$ cat src/rtl/blake2s_round_sched.sv
// BLAKE2s round scheduler: walks one 64-byte block through INIT, ROUNDS x 8 G
// functions (each issued as two half-steps), then FINAL. It drives the working
// vector indices a/b/c/d and the sigma-permuted message word index to the
// compression datapath.
// Optional build macro SCHED_STALL_CNT_EN adds stall_cnt_o, a saturating count
// of stalled ROUND cycles in the current block.
module blake2s_round_sched #(
    parameter int ROUNDS = 10
) (
    input  logic       clk,
    input  logic       reset,
    input  logic       start_v_i,
    input  logic       block_last_i,
    input  logic       stall_i,
    output logic       ready_o,
    output logic       init_o,
    output logic       step_v_o,
    output logic [3:0] round_o,
    output logic [2:0] g_idx_o,
    output logic       half_o,
    output logic [3:0] a_idx_o,
    output logic [3:0] b_idx_o,
    output logic [3:0] c_idx_o,
    output logic [3:0] d_idx_o,
    output logic [3:0] m_idx_o,
    output logic       final_o,
    output logic       done_o,
    output logic       last_o
`ifdef SCHED_STALL_CNT_EN
    ,
    output logic [15:0] stall_cnt_o
`endif
);

    localparam logic [1:0] S_IDLE  = 2'd0;
    localparam logic [1:0] S_INIT  = 2'd1;
    localparam logic [1:0] S_ROUND = 2'd2;
    localparam logic [1:0] S_FINAL = 2'd3;

    localparam logic [3:0] LAST_ROUND = 4'(ROUNDS - 1);

    // Sigma rows from RFC 7693; the leftmost nibble is position 0 of the row.
    // A constant table built from a function, so it needs no reset.
    function automatic logic [63:0] sigma_row(input logic [3:0] row);
        case (row)
            4'd0:    sigma_row = 64'h0123456789ABCDEF;
            4'd1:    sigma_row = 64'hEA489FD61C02B753;
            4'd2:    sigma_row = 64'hB8C052FDAE367194;
            4'd3:    sigma_row = 64'h7931DCBE265A40F8;
            4'd4:    sigma_row = 64'h905724AFE1BC683D;
            4'd5:    sigma_row = 64'h2C6A0B834D75FE19;
            4'd6:    sigma_row = 64'hC51FED4A0763928B;
            4'd7:    sigma_row = 64'hDB7EC13950F4862A;
            4'd8:    sigma_row = 64'h6FE9B308C2D714A5;
            4'd9:    sigma_row = 64'hA2847615FB9E3CD0;
            default: sigma_row = 64'h0123456789ABCDEF;
        endcase
    endfunction

    logic [1:0]  state_q, state_d;
    logic [3:0]  round_q, round_d;
    logic [2:0]  g_q, g_d;
    logic        half_q, half_d;
    logic        last_q, last_d;

    logic        step_v;
    logic [3:0]  a_raw, b_raw, c_raw, d_raw, m_raw;
    logic [3:0]  sig_row;
    logic [63:0] sig_word;
    logic [5:0]  sig_lo;
    logic [1:0]  j;

    // Next-state and counter advance: half -> g -> round, frozen while stalled.
    always_comb begin
        // NOTE: every signal written here gets a default first, so no path can infer a latch.
        state_d = state_q;
        round_d = round_q;
        g_d     = g_q;
        half_d  = half_q;
        last_d  = last_q;
        case (state_q)
            S_IDLE: begin
                if (start_v_i) begin
                    state_d = S_INIT;
                    last_d  = block_last_i;
                end
            end
            S_INIT: begin
                round_d = 4'd0;
                g_d     = 3'd0;
                half_d  = 1'b0;
                state_d = S_ROUND;
            end
            S_ROUND: begin
                if (!stall_i) begin
                    if (!half_q) begin
                        half_d = 1'b1;
                    end else begin
                        half_d = 1'b0;
                        if (g_q != 3'd7) begin
                            g_d = g_q + 3'd1;
                        end else begin
                            g_d = 3'd0;
                            if (round_q == LAST_ROUND) begin
                                state_d = S_FINAL;
                            end else begin
                                round_d = round_q + 4'd1;
                            end
                        end
                    end
                end
            end
            S_FINAL: state_d = S_IDLE;
            default: state_d = S_IDLE;
        endcase
    end

    // State and counter registers; reset wins over everything, even mid-block.
    always_ff @(posedge clk) begin
        // NOTE: non-blocking assignments so every register samples pre-edge values.
        if (reset) begin
            state_q <= S_IDLE;
            round_q <= 4'd0;
            g_q     <= 3'd0;
            half_q  <= 1'b0;
            last_q  <= 1'b0;
        end else begin
            state_q <= state_d;
            round_q <= round_d;
            g_q     <= g_d;
            half_q  <= half_d;
            last_q  <= last_d;
        end
    end

    // Index decode: columns for g<4, diagonals for g>=4 (2-bit wrap is mod 4).
    always_comb begin
        j     = g_q[1:0];
        a_raw = {2'b00, j};
        if (!g_q[2]) begin
            b_raw = {2'b01, j};
            c_raw = {2'b10, j};
            d_raw = {2'b11, j};
        end else begin
            b_raw = {2'b01, j + 2'd1};
            c_raw = {2'b10, j + 2'd2};
            d_raw = {2'b11, j + 2'd3};
        end
    end

    // Message word lookup: row is round mod 10, column is 2*g+half.
    always_comb begin
        sig_row  = (round_q >= 4'd10) ? (round_q - 4'd10) : round_q;
        sig_word = sigma_row(sig_row);
        sig_lo   = {4'd15 - {g_q, half_q}, 2'b00};
        m_raw    = sig_word[sig_lo +: 4];
    end

    assign step_v   = (state_q == S_ROUND);
    assign ready_o  = (state_q == S_IDLE);
    assign init_o   = (state_q == S_INIT);
    assign final_o  = (state_q == S_FINAL);
    assign done_o   = (state_q == S_FINAL);
    assign last_o   = last_q;
    assign step_v_o = step_v;
    assign round_o  = step_v ? round_q : 4'd0;
    assign g_idx_o  = step_v ? g_q     : 3'd0;
    assign half_o   = step_v & half_q;
    assign a_idx_o  = step_v ? a_raw   : 4'd0;
    assign b_idx_o  = step_v ? b_raw   : 4'd0;
    assign c_idx_o  = step_v ? c_raw   : 4'd0;
    assign d_idx_o  = step_v ? d_raw   : 4'd0;
    assign m_idx_o  = step_v ? m_raw   : 4'd0;

`ifdef SCHED_STALL_CNT_EN
    logic [15:0] stall_cnt_q, stall_cnt_d;

    // Stall counter: cleared at INIT, saturating count of stalled ROUND cycles.
    always_comb begin
        stall_cnt_d = stall_cnt_q;
        if (state_q == S_INIT) begin
            stall_cnt_d = 16'd0;
        end else if (step_v && stall_i && (stall_cnt_q != 16'hFFFF)) begin
            stall_cnt_d = stall_cnt_q + 16'd1;
        end
    end

    // Stall counter register; holds after done until the next INIT.
    always_ff @(posedge clk) begin
        if (reset) begin
            stall_cnt_q <= 16'd0;
        end else begin
            stall_cnt_q <= stall_cnt_d;
        end
    end

    assign stall_cnt_o = stall_cnt_q;
`endif

endmodule

$ cat config.mk
export PLATFORM = sky130hd
export DESIGN_NAME = blake2s_round_sched
export DESIGN_NICKNAME = d
export VERILOG_FILES = /design/src/rtl/blake2s_round_sched.sv
export SDC_FILE = /design/constraint.sdc
export NUM_CORES = 1
export LEC_CHECK = 0
export ABC_AREA = 1
export CAP_MARGIN = 20
export CORE_MARGIN = 4
export CORE_UTILIZATION = 50
export DETAILED_ROUTE_END_ITERATION = 10
export PLACE_DENSITY = 0.81
export SYNTH_ARGS = -nofsm -noshare
export SYNTH_HDL_FRONTEND = slang
export SYNTH_SLANG_ARGS = --single-unit
export TNS_END_PERCENT = 50
$ cat constraint.sdc
create_clock -name clk -period 4.9 [get_ports clk]
set_clock_uncertainty 0.1 [all_clocks]
set_input_delay 0.49 -clock clk [delete_from_list [all_inputs] [get_ports clk]]
set_output_delay 0.49 -clock clk [all_outputs]
set_load 0.01 [all_outputs]
==> out/qor.yml <==
fp.dieH_um: 76.5
hold_path.class: "reg2reg"
synthMostInstantiatedCell: "nand2_1"
cts_root_buffer: "clkbuf_8"
worstMarginPinSlew_ns: 0.624
reg2reg_from: "state_q[0]"
num_antenna_cells: 0
wire_per_inst_um: 15.1
nets: 466
synth_ff_type: "dfxtp_1"
setup.worst_path.start_class: "flip-flop"
synth.avg_cell_area_um2: 5.53
gp_congestion: 1.02
slew_headroom_pct: 58.4
vias: 2848
finalSetupTns_ns: 0
port_buffers: 34
numCtsBuffers: 3
ys_seq_area_share_pct: 9.38
power.density_nw_per_um2: 291
synth_edf_count: 0
drc_errors: 0
postSynthCellCount: 425
yosys_warnings: 0
finalCoreUtilization_pct: 58.9
drive_gt1_share_pct: 7.52
via_per_inst: 5.80
synth.distinct_cells: 34
cts_sinks: 11
place_inst: 487
slew_viol_final: 0
firstDrtPassIters: 5
initial_core_util_pct: 52.8
synth_top_area_cell: "nand2_1"
crit_start: "round_q[0]"
max_freq_mhz: 233
endpoint_kind: "output pin"
tritoncts: "yes"
grt.overflow.total: 0
die_x_um: 76.5
hp-start: "last_o"
leakagePower_nw: 1.39
yosys-top-cells-count: "nand2_1, nand3_1, inv_1"
dp_hpwl_mm: 5.69
cts_setup_buffers: 0
postCtsHoldBufs: 0
drt_first_iter_violations: 451
grt_usage_pct: 25.4
worstSetupPathType: "reg2out"
grt_max_degree: 29
finalCriticalPeriod_ns: 4.28
floorplan.rows: 24
pin_count: 39
antenna_found_initial: 0
clock_path_buffers: 2
cp.required_ns: 4.31
cp_max_fo: 12
worstSkewPairLatency_ns: 0.24
maxCapViolCount: 0
finalNonFillerCells: 491
worstPathArrival_ns: 3.69
synth-seq-cells: 11
syn_to_final_growth_pct: 11.5
htreeDepth: 1
ir_drop_uv: 324
setup_viol: 0
yosysTopAreaCellShare_pct: 23.5
fillCellCount: 440
dieArea_um2: 5860
synth_area_um2: 2350
drtAntennaViolNets: 0
async_reset_ff_share_pct: 0
yosys-top-cells-area: "nand2_1, nand3_1, ha_1, dfxtp_1, inv_1"
wirelength_mm: 7.43
hold_violations: 0
outcome: "finished, final reports clean"
design.core.area_um2: 4440
grt_pass1_wl_mm: 12.4
rsz0062_at_grt: "false"
path_clk_slew_ns: 0.05
ctsResizeCount: 0
post-route-period-util_pct: 87.4
grt_pass1_vias: 2717
[final timing paths]
| path | to | slack [ns] | cells after the start |
|---|---|---|---|
| setup / recovery | m_idx_o[3] | 0.62 | 19 |
| hold / removal | last_o | 0.37 | 2 |
| setup reg to reg | round_q[3] | 2.37 | 10 |
| hold reg to reg | last_o | 0.37 | 2 |
[registers in the layout, summed over array words and instances, names as in the netlist]
signal	count
last_o	1
half_q	1
round_q	4
state_q	2
g_q	3
[metal layers]
metal	track usage [%]	vias to the layer above	share of wire (%)
met1	30.2	1250	40
met4	19.0	0	6.5
met2	41.6	172	46
met5	0	-	0
li1	-	1381	-
met3	3.07	45	8.0
[logic make-up after synthesis]
kind of cell,after synthesis,synth area share (%)
flip-flops,11,9.38
AND/OR/NAND/NOR,276,53.0
other,1,0.160
adder cells (fa/ha/maj),21,11.2
AO/OA/AOI/OAI,42,10.2
buffers and inverters,74,16.1
[power breakdown]
part / leakage (nW) / internal (mW) / switching, mW / total (mW)
clock: 0.0228 / 0.0571 / 0.0337 / 0.0908
combinational: 1.28 / 0.208 / 0.330 / 0.537
sequential: 0.0894 / 0.108 / 0.0250 / 0.133
[per-stage QoR]
stage / power, mW / cell area [µm²] / setup slack, ns / hold slack (ns)
final: 0.761 / 2620 / 0.617 / 0.366
after global placement: 0.656 / 2570 / 0.971 / 0.356
after detailed placement: 0.664 / 2570 / 0.895 / 0.357
after CTS: 0.757 / 2620 / 0.639 / 0.370
after floorplan: 0.510 / 2360 / 1.89 / 0.383
after global routing: 0.831 / 2620 / 0.306 / 0.403
[placed cells by master, fill, tap and decap left out, types with 9 or more instances in the layout]
master,n
dfxtp_1,11
nor2_1,34
nand2_2,9
a21oi_1,23
clkdlybuf4s50_1,34
ha_1,21
nand2_1,147
nand4_1,9
nand3_1,59
inv_1,39
[final cells by class]
type	instances	area, µm²	share of cell area, %
timing repair buffer	36	355	13.6
sequential	11	220	8.41
clock buffer	4	45.0	1.72
multi-input combinational	343	1760	67.3
tap	52	65.1	2.48
inverter	45	171	6.55
[critical path: stages (launching register included)]
cell,delay [ns]
dfxtp_1,0.58
inv_1,0.28
ha_1,0.27
inv_1,0.10
nand2_1,0.06
nand3_1,0.09
nand2_2,0.15
ha_1,0.37
inv_1,0.15
nand3_1,0.19
nor2_1,0.25
nor2_1,0.06
nand2_1,0.07
nand2_1,0.04
nand3_1,0.06
nand2_1,0.05
inv_1,0.05
nand2_1,0.04
nand2_1,0.05
clkdlybuf4s50_1,0.53
No activity file was read; power rests on OpenSTA's default activity.
